File: src/rtl/core_run_sequencer_if.sv
// rtl/core_run_sequencer_if.sv - control/status bundle between run sequencer and its host
// The host drives go/abort and mirrors the core's ir/pc; the sequencer returns core controls and status.
interface core_run_sequencer_if #(
  parameter int DATA_W = 16,
  parameter int N_RST  = 7,
  parameter int CNT_W  = 16
);
  logic              go;
  logic              abort;
  logic [DATA_W-1:0] ir;
  logic [DATA_W-1:0] pc;
  logic [N_RST-1:0]  core_rst;
  logic              strt;
  logic              busy;
  logic              done;
  logic              timeout;
  logic              stalled;
  logic [CNT_W-1:0]  cycle_count;

  modport master (
    output go, abort, ir, pc,
    input  core_rst, strt, busy, done, timeout, stalled, cycle_count
  );

  modport slave (
    input  go, abort, ir, pc,
    output core_rst, strt, busy, done, timeout, stalled, cycle_count
  );
endinterface

File: src/rtl/core_run_sequencer.sv
// rtl/core_run_sequencer.sv - resets, starts and supervises one run of a small core
// Ends the run on halt instruction, stalled pc or cycle budget; all outputs registered.
module core_run_sequencer #(
  parameter int                DATA_W       = 16,
  parameter int                N_RST        = 7,
  parameter int                RST_CYCLES   = 2,
  parameter int                MAX_CYCLES   = 20,
  parameter int                STALL_CYCLES = 8,
  parameter logic [DATA_W-1:0] HALT_INSTR   = 16'hFFFF,
  parameter int                CNT_W        = 16
) (
  input logic                clk,
  input logic                rst,
  core_run_sequencer_if.slave bus
);

  typedef enum logic [1:0] {
    S_IDLE  = 2'd0,
    S_RESET = 2'd1,
    S_RUN   = 2'd2,
    S_DONE  = 2'd3
  } state_t;

  localparam logic [7:0]       RST_LAST   = 8'(RST_CYCLES - 1);
  localparam logic [7:0]       STALL_LAST = 8'(STALL_CYCLES - 1);
  localparam logic [CNT_W-1:0] CC_LAST    = CNT_W'(MAX_CYCLES - 1);

  state_t            state_q, state_d;
  logic [7:0]        rst_cnt_q, rst_cnt_d;
  logic [7:0]        stall_cnt_q, stall_cnt_d;
  logic [CNT_W-1:0]  cc_q, cc_d;
  logic              done_q, done_d;
  logic              timeout_q, timeout_d;
  logic              stalled_q, stalled_d;
  logic [DATA_W-1:0] prev_pc_q;
  logic [N_RST-1:0]  core_rst_q;
  logic              strt_q;
  logic              busy_q;
  logic              pc_same;

  assign pc_same = (bus.pc == prev_pc_q);

  always_comb begin
    state_d     = state_q;
    rst_cnt_d   = rst_cnt_q;
    stall_cnt_d = stall_cnt_q;
    cc_d        = cc_q;
    done_d      = done_q;
    timeout_d   = timeout_q;
    stalled_d   = stalled_q;

    if (bus.abort) begin
      state_d     = S_IDLE;
      rst_cnt_d   = '0;
      stall_cnt_d = '0;
      cc_d        = '0;
      done_d      = 1'b0;
      timeout_d   = 1'b0;
      stalled_d   = 1'b0;
    end else begin
      case (state_q)
        S_IDLE, S_DONE: begin
          if (bus.go) begin
            state_d     = S_RESET;
            rst_cnt_d   = '0;
            stall_cnt_d = '0;
            cc_d        = '0;
            done_d      = 1'b0;
            timeout_d   = 1'b0;
            stalled_d   = 1'b0;
          end
        end
        S_RESET: begin
          if (rst_cnt_q == RST_LAST) begin
            state_d     = S_RUN;
            stall_cnt_d = '0;
            cc_d        = '0;
          end else begin
            rst_cnt_d = rst_cnt_q + 8'd1;
          end
        end
        S_RUN: begin
          // Exit priority: halt, then stall, then budget; cycle_count freezes at the exit cycle.
          if (bus.ir == HALT_INSTR) begin
            state_d = S_DONE;
            done_d  = 1'b1;
          end else if (pc_same && (stall_cnt_q == STALL_LAST)) begin
            state_d   = S_DONE;
            stalled_d = 1'b1;
          end else if (cc_q == CC_LAST) begin
            state_d   = S_DONE;
            timeout_d = 1'b1;
          end else begin
            cc_d        = cc_q + 1'b1;
            stall_cnt_d = pc_same ? stall_cnt_q + 8'd1 : 8'd0;
          end
        end
        default: state_d = S_IDLE;
      endcase
    end
  end

  always_ff @(posedge clk) begin
    if (rst) begin
      state_q     <= S_IDLE;
      rst_cnt_q   <= '0;
      stall_cnt_q <= '0;
      cc_q        <= '0;
      done_q      <= 1'b0;
      timeout_q   <= 1'b0;
      stalled_q   <= 1'b0;
      prev_pc_q   <= '0;
      core_rst_q  <= '1;
      strt_q      <= 1'b0;
      busy_q      <= 1'b0;
    end else begin
      state_q     <= state_d;
      rst_cnt_q   <= rst_cnt_d;
      stall_cnt_q <= stall_cnt_d;
      cc_q        <= cc_d;
      done_q      <= done_d;
      timeout_q   <= timeout_d;
      stalled_q   <= stalled_d;
      prev_pc_q   <= bus.pc;
      // Control outputs follow the state being entered so they line up with it.
      core_rst_q  <= {N_RST{(state_d == S_IDLE) || (state_d == S_RESET)}};
      strt_q      <= (state_d == S_RUN);
      busy_q      <= (state_d == S_RESET) || (state_d == S_RUN);
    end
  end

  assign bus.core_rst    = core_rst_q;
  assign bus.strt        = strt_q;
  assign bus.busy        = busy_q;
  assign bus.done        = done_q;
  assign bus.timeout     = timeout_q;
  assign bus.stalled     = stalled_q;
  assign bus.cycle_count = cc_q;

endmodule
File: src/flat_wrapper.sv
// flat-port wrapper written by rule: the top's interface ports become plain ports
module core_run_sequencer_flat 
#(
  parameter int                DATA_W       = 16,
  parameter int                N_RST        = 7,
  parameter int                RST_CYCLES   = 2,
  parameter int                MAX_CYCLES   = 20,
  parameter int                STALL_CYCLES = 8,
  parameter logic [DATA_W-1:0] HALT_INSTR   = 16'hFFFF,
  parameter int                CNT_W        = 16
)
  (clk, rst, bus_go, bus_abort, bus_ir, bus_pc, bus_core_rst, bus_strt, bus_busy, bus_done, bus_timeout, bus_stalled, bus_cycle_count);
  core_run_sequencer_if #(.DATA_W(DATA_W), .N_RST(N_RST), .CNT_W(CNT_W)) bus_i ();
  input logic clk;
  input logic rst;
  input wire logic [$bits(bus_i.go)-1:0] bus_go;
  input wire logic [$bits(bus_i.abort)-1:0] bus_abort;
  input wire logic [$bits(bus_i.ir)-1:0] bus_ir;
  input wire logic [$bits(bus_i.pc)-1:0] bus_pc;
  output wire logic [$bits(bus_i.core_rst)-1:0] bus_core_rst;
  output wire logic [$bits(bus_i.strt)-1:0] bus_strt;
  output wire logic [$bits(bus_i.busy)-1:0] bus_busy;
  output wire logic [$bits(bus_i.done)-1:0] bus_done;
  output wire logic [$bits(bus_i.timeout)-1:0] bus_timeout;
  output wire logic [$bits(bus_i.stalled)-1:0] bus_stalled;
  output wire logic [$bits(bus_i.cycle_count)-1:0] bus_cycle_count;
  assign bus_i.go = bus_go;
  assign bus_i.abort = bus_abort;
  assign bus_i.ir = bus_ir;
  assign bus_i.pc = bus_pc;
  assign bus_core_rst = bus_i.core_rst;
  assign bus_strt = bus_i.strt;
  assign bus_busy = bus_i.busy;
  assign bus_done = bus_i.done;
  assign bus_timeout = bus_i.timeout;
  assign bus_stalled = bus_i.stalled;
  assign bus_cycle_count = bus_i.cycle_count;
  core_run_sequencer #(.DATA_W(DATA_W), .N_RST(N_RST), .RST_CYCLES(RST_CYCLES), .MAX_CYCLES(MAX_CYCLES), .STALL_CYCLES(STALL_CYCLES), .HALT_INSTR(HALT_INSTR), .CNT_W(CNT_W)) u_core (.clk(clk), .rst(rst), .bus(bus_i));
endmodule
File: config.mk
export PLATFORM = sky130hd
export DESIGN_NAME = core_run_sequencer_flat
export DESIGN_NICKNAME = d
export VERILOG_FILES = /design/src/rtl/core_run_sequencer_if.sv /design/src/rtl/core_run_sequencer.sv /design/src/flat_wrapper.sv
export SDC_FILE = /design/constraint.sdc
export NUM_CORES = 1
export LEC_CHECK = 0
export CAP_MARGIN = 10
export CORE_UTILIZATION = 51
export DETAILED_ROUTE_END_ITERATION = 16
export PLACE_DENSITY = 0.8
export SLEW_MARGIN = 20
export SYNTH_ARGS = -nofsm -noshare
export SYNTH_HDL_FRONTEND = slang
export SYNTH_SLANG_ARGS = --single-unit
File: constraint.sdc
create_clock -name clk -period 3.25 [get_ports clk]
set_clock_uncertainty 0.1 [all_clocks]
set_input_delay 0.4875 -clock clk [delete_from_list [all_inputs] [get_ports clk]]
set_output_delay 0.4875 -clock clk [all_outputs]
set_load 0.05 [all_outputs]
==> flow_summary.yaml <==
grt:
  grt_max_degree: 26
  grt_pass1_vias: 2559
  grt_use_total_pct: 22.4
  antenna_found_initial: 0
  grt_overflow_total: 0
  grt_pass1_wl_um: 11100
synth:
  muxShareOfSynthArea_pct: 0
  synthAdderAreaFrac_pct: 4.18
  synthArstFlopShare_pct: 0
  synth.largest_area_cell: "dfxtp_1"
  ys_seq_elements: 56
  synthesis.area_um2: 3000
  synthTopCellsByArea: "dfxtp_1, xor2_1, nand2_1"
  synth-simple-area-share_pct: 32.0
  synth_xor_area_share_pct: 6.14
  ys_seq_area_share_pct: 37.4
  synth_top_family_by_area: "simple AND/OR/NAND/NOR gates"
  yosys.cell_types.count: 49
  synth_enable_flop_cells: 0
  synth_compound_area_share_pct: 15.5
  yosysWarnings: 0
  yosys.area.top_type_share_pct: 37.4
  synthFlopType: "dfxtp_1"
  syn-num-nets: 403
  syn_inst: 357
  synth.avg_cell_area_um2: 8.39
routing:
  dr.pass1.iters: 5
  drt-total-wl_um: 6960
  via_per_inst: 5.81
  wl_per_cell_um: 14.3
  initialDrtViolationCount: 197
  drtAntennaViolNets: 0
  drcViolationCount: 0
  vias: 2817
timing:
  max-slew-margin-rel_pct: 49.8
  setup_viol: 0
  min_period_over_period_pct: 89.5
  worstMarginPinSlew_ps: 750
  min_period_ps: 2910
  final-max-slew-violation-count: 0
  fmax_mhz: 344
  finalSetupTns_ps: 0
  grt_setup_unrepaired: "no"
  finalHoldViolCount: 0
pwr:
  leakagePower_nw: 1.26
  power.density_nw_per_um2: 355
  ir_drop_mv: 0.241
cells_and_area:
  fillerInstances: 467
  drive_gt1_share_pct: 6.30
  multi_input_area_um2: 1730
  design_area_um2: 3780
  n_antenna_cell: 0
  stdcell_count: 485
  area_growth_pct: 26.0
  seq_area_um2: 1120
  nNetsFinal: 458
cts:
  path_clk_slew_ps: 110
  ctsResizeCount: 0
  clock_path_buffers: 2
  clk_latency_ps: 320
  tritoncts: "done"
  cts_hold_buf: 0
  clock-sinks: 56
  clock-root-buffer: "clkbuf_8"
  post-cts-setup-buffer-count: 0
  numCtsBuffers: 5
  htree_levels: 2
placed_design:
  placed_area_um2: 3660
  dpl.hpwl_um: 4950
  place_inst: 477
  gp_congestion: 0.832
  io_buffers: 63
floorplan:
  dieArea_um2: 6190
  coreArea_um2: 5570
  die_w_um: 78.7
  io_pins: 64
  start_util_pct: 53.8
  row_count: 27
  die_h_um: 78.7
critical_path:
  critPathCaptureType: "register"
  cp.arrival_ps: 3020
  crit_fanout: 3
  crit_path_start_kind: "register"
  cp.required_ps: 3360
  crit_type: "register to register"
min_path:
  hold_class: "register to register"
flow_run:
  max_cap_viol_count: 0
run_status:
  status: "complete, no violations"
==> routing by layer <==
metal,GRT usage [%],routed length [um]
met1,28.9,3150
met2,37.3,3260
met3,3.95,475
met4,7.59,63
met5,0,0
==> state kept, by name, indices dropped and copies added (netlist names) <==
signal	flops
u_core.bus.timeout	1
u_core.rst_cnt_q	8
u_core.bus.stalled	1
u_core.prev_pc_q	16
u_core.bus.strt	1
u_core.bus.done	1
u_core.bus.core_rst	1
u_core.stall_cnt_q	8
u_core.bus.busy	1
u_core.bus.cycle_count	16
u_core.state_q	2
==> kinds of logic after synthesis <==
family	count (synthesis)
flops	56
xor+xnor	21
buf+inv	29
simple gates	174
fa+ha+maj	10
compound gates	67
==> power breakdown <==
part / total [W] / internal (W) / leakage (nW) / switching, W
Sequential: 0.000706 / 0.000699 / 0.456 / 0.00000676
Combinational: 0.000161 / 0.0000774 / 0.748 / 0.0000837
Clock: 0.000475 / 0.000233 / 0.0548 / 0.000243
Total: 0.00134 / 0.00101 / 1.26 / 0.000333
==> worst max-delay path: stages, from the launching register on <==
cell	delay (ps)
dfxtp_1	350
inv_1	110
ha_1	190
nand4_1	70
or4_1	520
or2_1	240
a22oi_1	220
a211oi_1	100
or3_1	390
ha_1	200
or3_1	290
==> Yosys cell counts (10+ instances only) <==
library cell and count:
o211ai_1 11, a31oi_1 16, or4_1 15, dfxtp_1 56
clkbuf_1 14, xor2_1 20, a21oi_1 12, nand3_1 23
nor2b_1 20, ha_1 10, nand2_1 37, nor2_1 26
==> final cells by class <==
class / count / share of cell area [%]
clock buffers: 5 / 1.82
multi-input cells: 272 / 45.9
repair buffers: 72 / 18.5
clock inverters: 3 / 1.23
inverters: 5 / 0.497
flip-flops and latches: 56 / 29.7
well taps: 72 / 2.39
==> per-stage QoR <==
step	power [W]	util (%)	hold slack (ps)	worst slack, ps
final	0.00134	67.7	401	341
after global routing	0.00139	67.7	438	111
after CTS	0.00135	67.7	400	329
after detailed placement	0.000882	65.7	373	21.8
after global placement	0.000878	65.7	377	47.5
after floorplan	0.000811	-	363	440
==> path summary, 6_finish.rpt <==
| check | start | to | slack (ps) | cells past startpoint |
|---|---|---|---|---|
| min reg2reg | u_core.stall_cnt_q[1]$_SDFFE_PP0P_ | u_core.stall_cnt_q[1]$_SDFFE_PP0P_ | 400 | 2 |
| max reg2reg | u_core.state_q[0]$_SDFF_PP0_ | u_core.bus.core_rst[0]$_SDFF_PP1_ | 340 | 10 |
| max | u_core.state_q[0]$_SDFF_PP0_ | u_core.bus.core_rst[0]$_SDFF_PP1_ | 340 | 10 |
| min | u_core.stall_cnt_q[1]$_SDFFE_PP0P_ | u_core.stall_cnt_q[1]$_SDFFE_PP0P_ | 400 | 2 |
==> cell usage in the layout (no fill, tap or decap), types with 5 or more instances in the layout <==
cell type / n
nor2b_1: 20
dfxtp_1: 56
nor2_1: 26
a21oi_1: 12
a31oi_1: 16
or3_1: 6
nor3_1: 5
nand2_1: 37
o211ai_1: 11
nand4_1: 9
clkdlybuf4s50_1: 63
or4_1: 15
nand3_1: 23
inv_1: 5
clkbuf_8: 5
nor4_1: 5
ha_1: 10
buf_4: 9
xor2_1: 20
(Power assumes the default switching activity.)
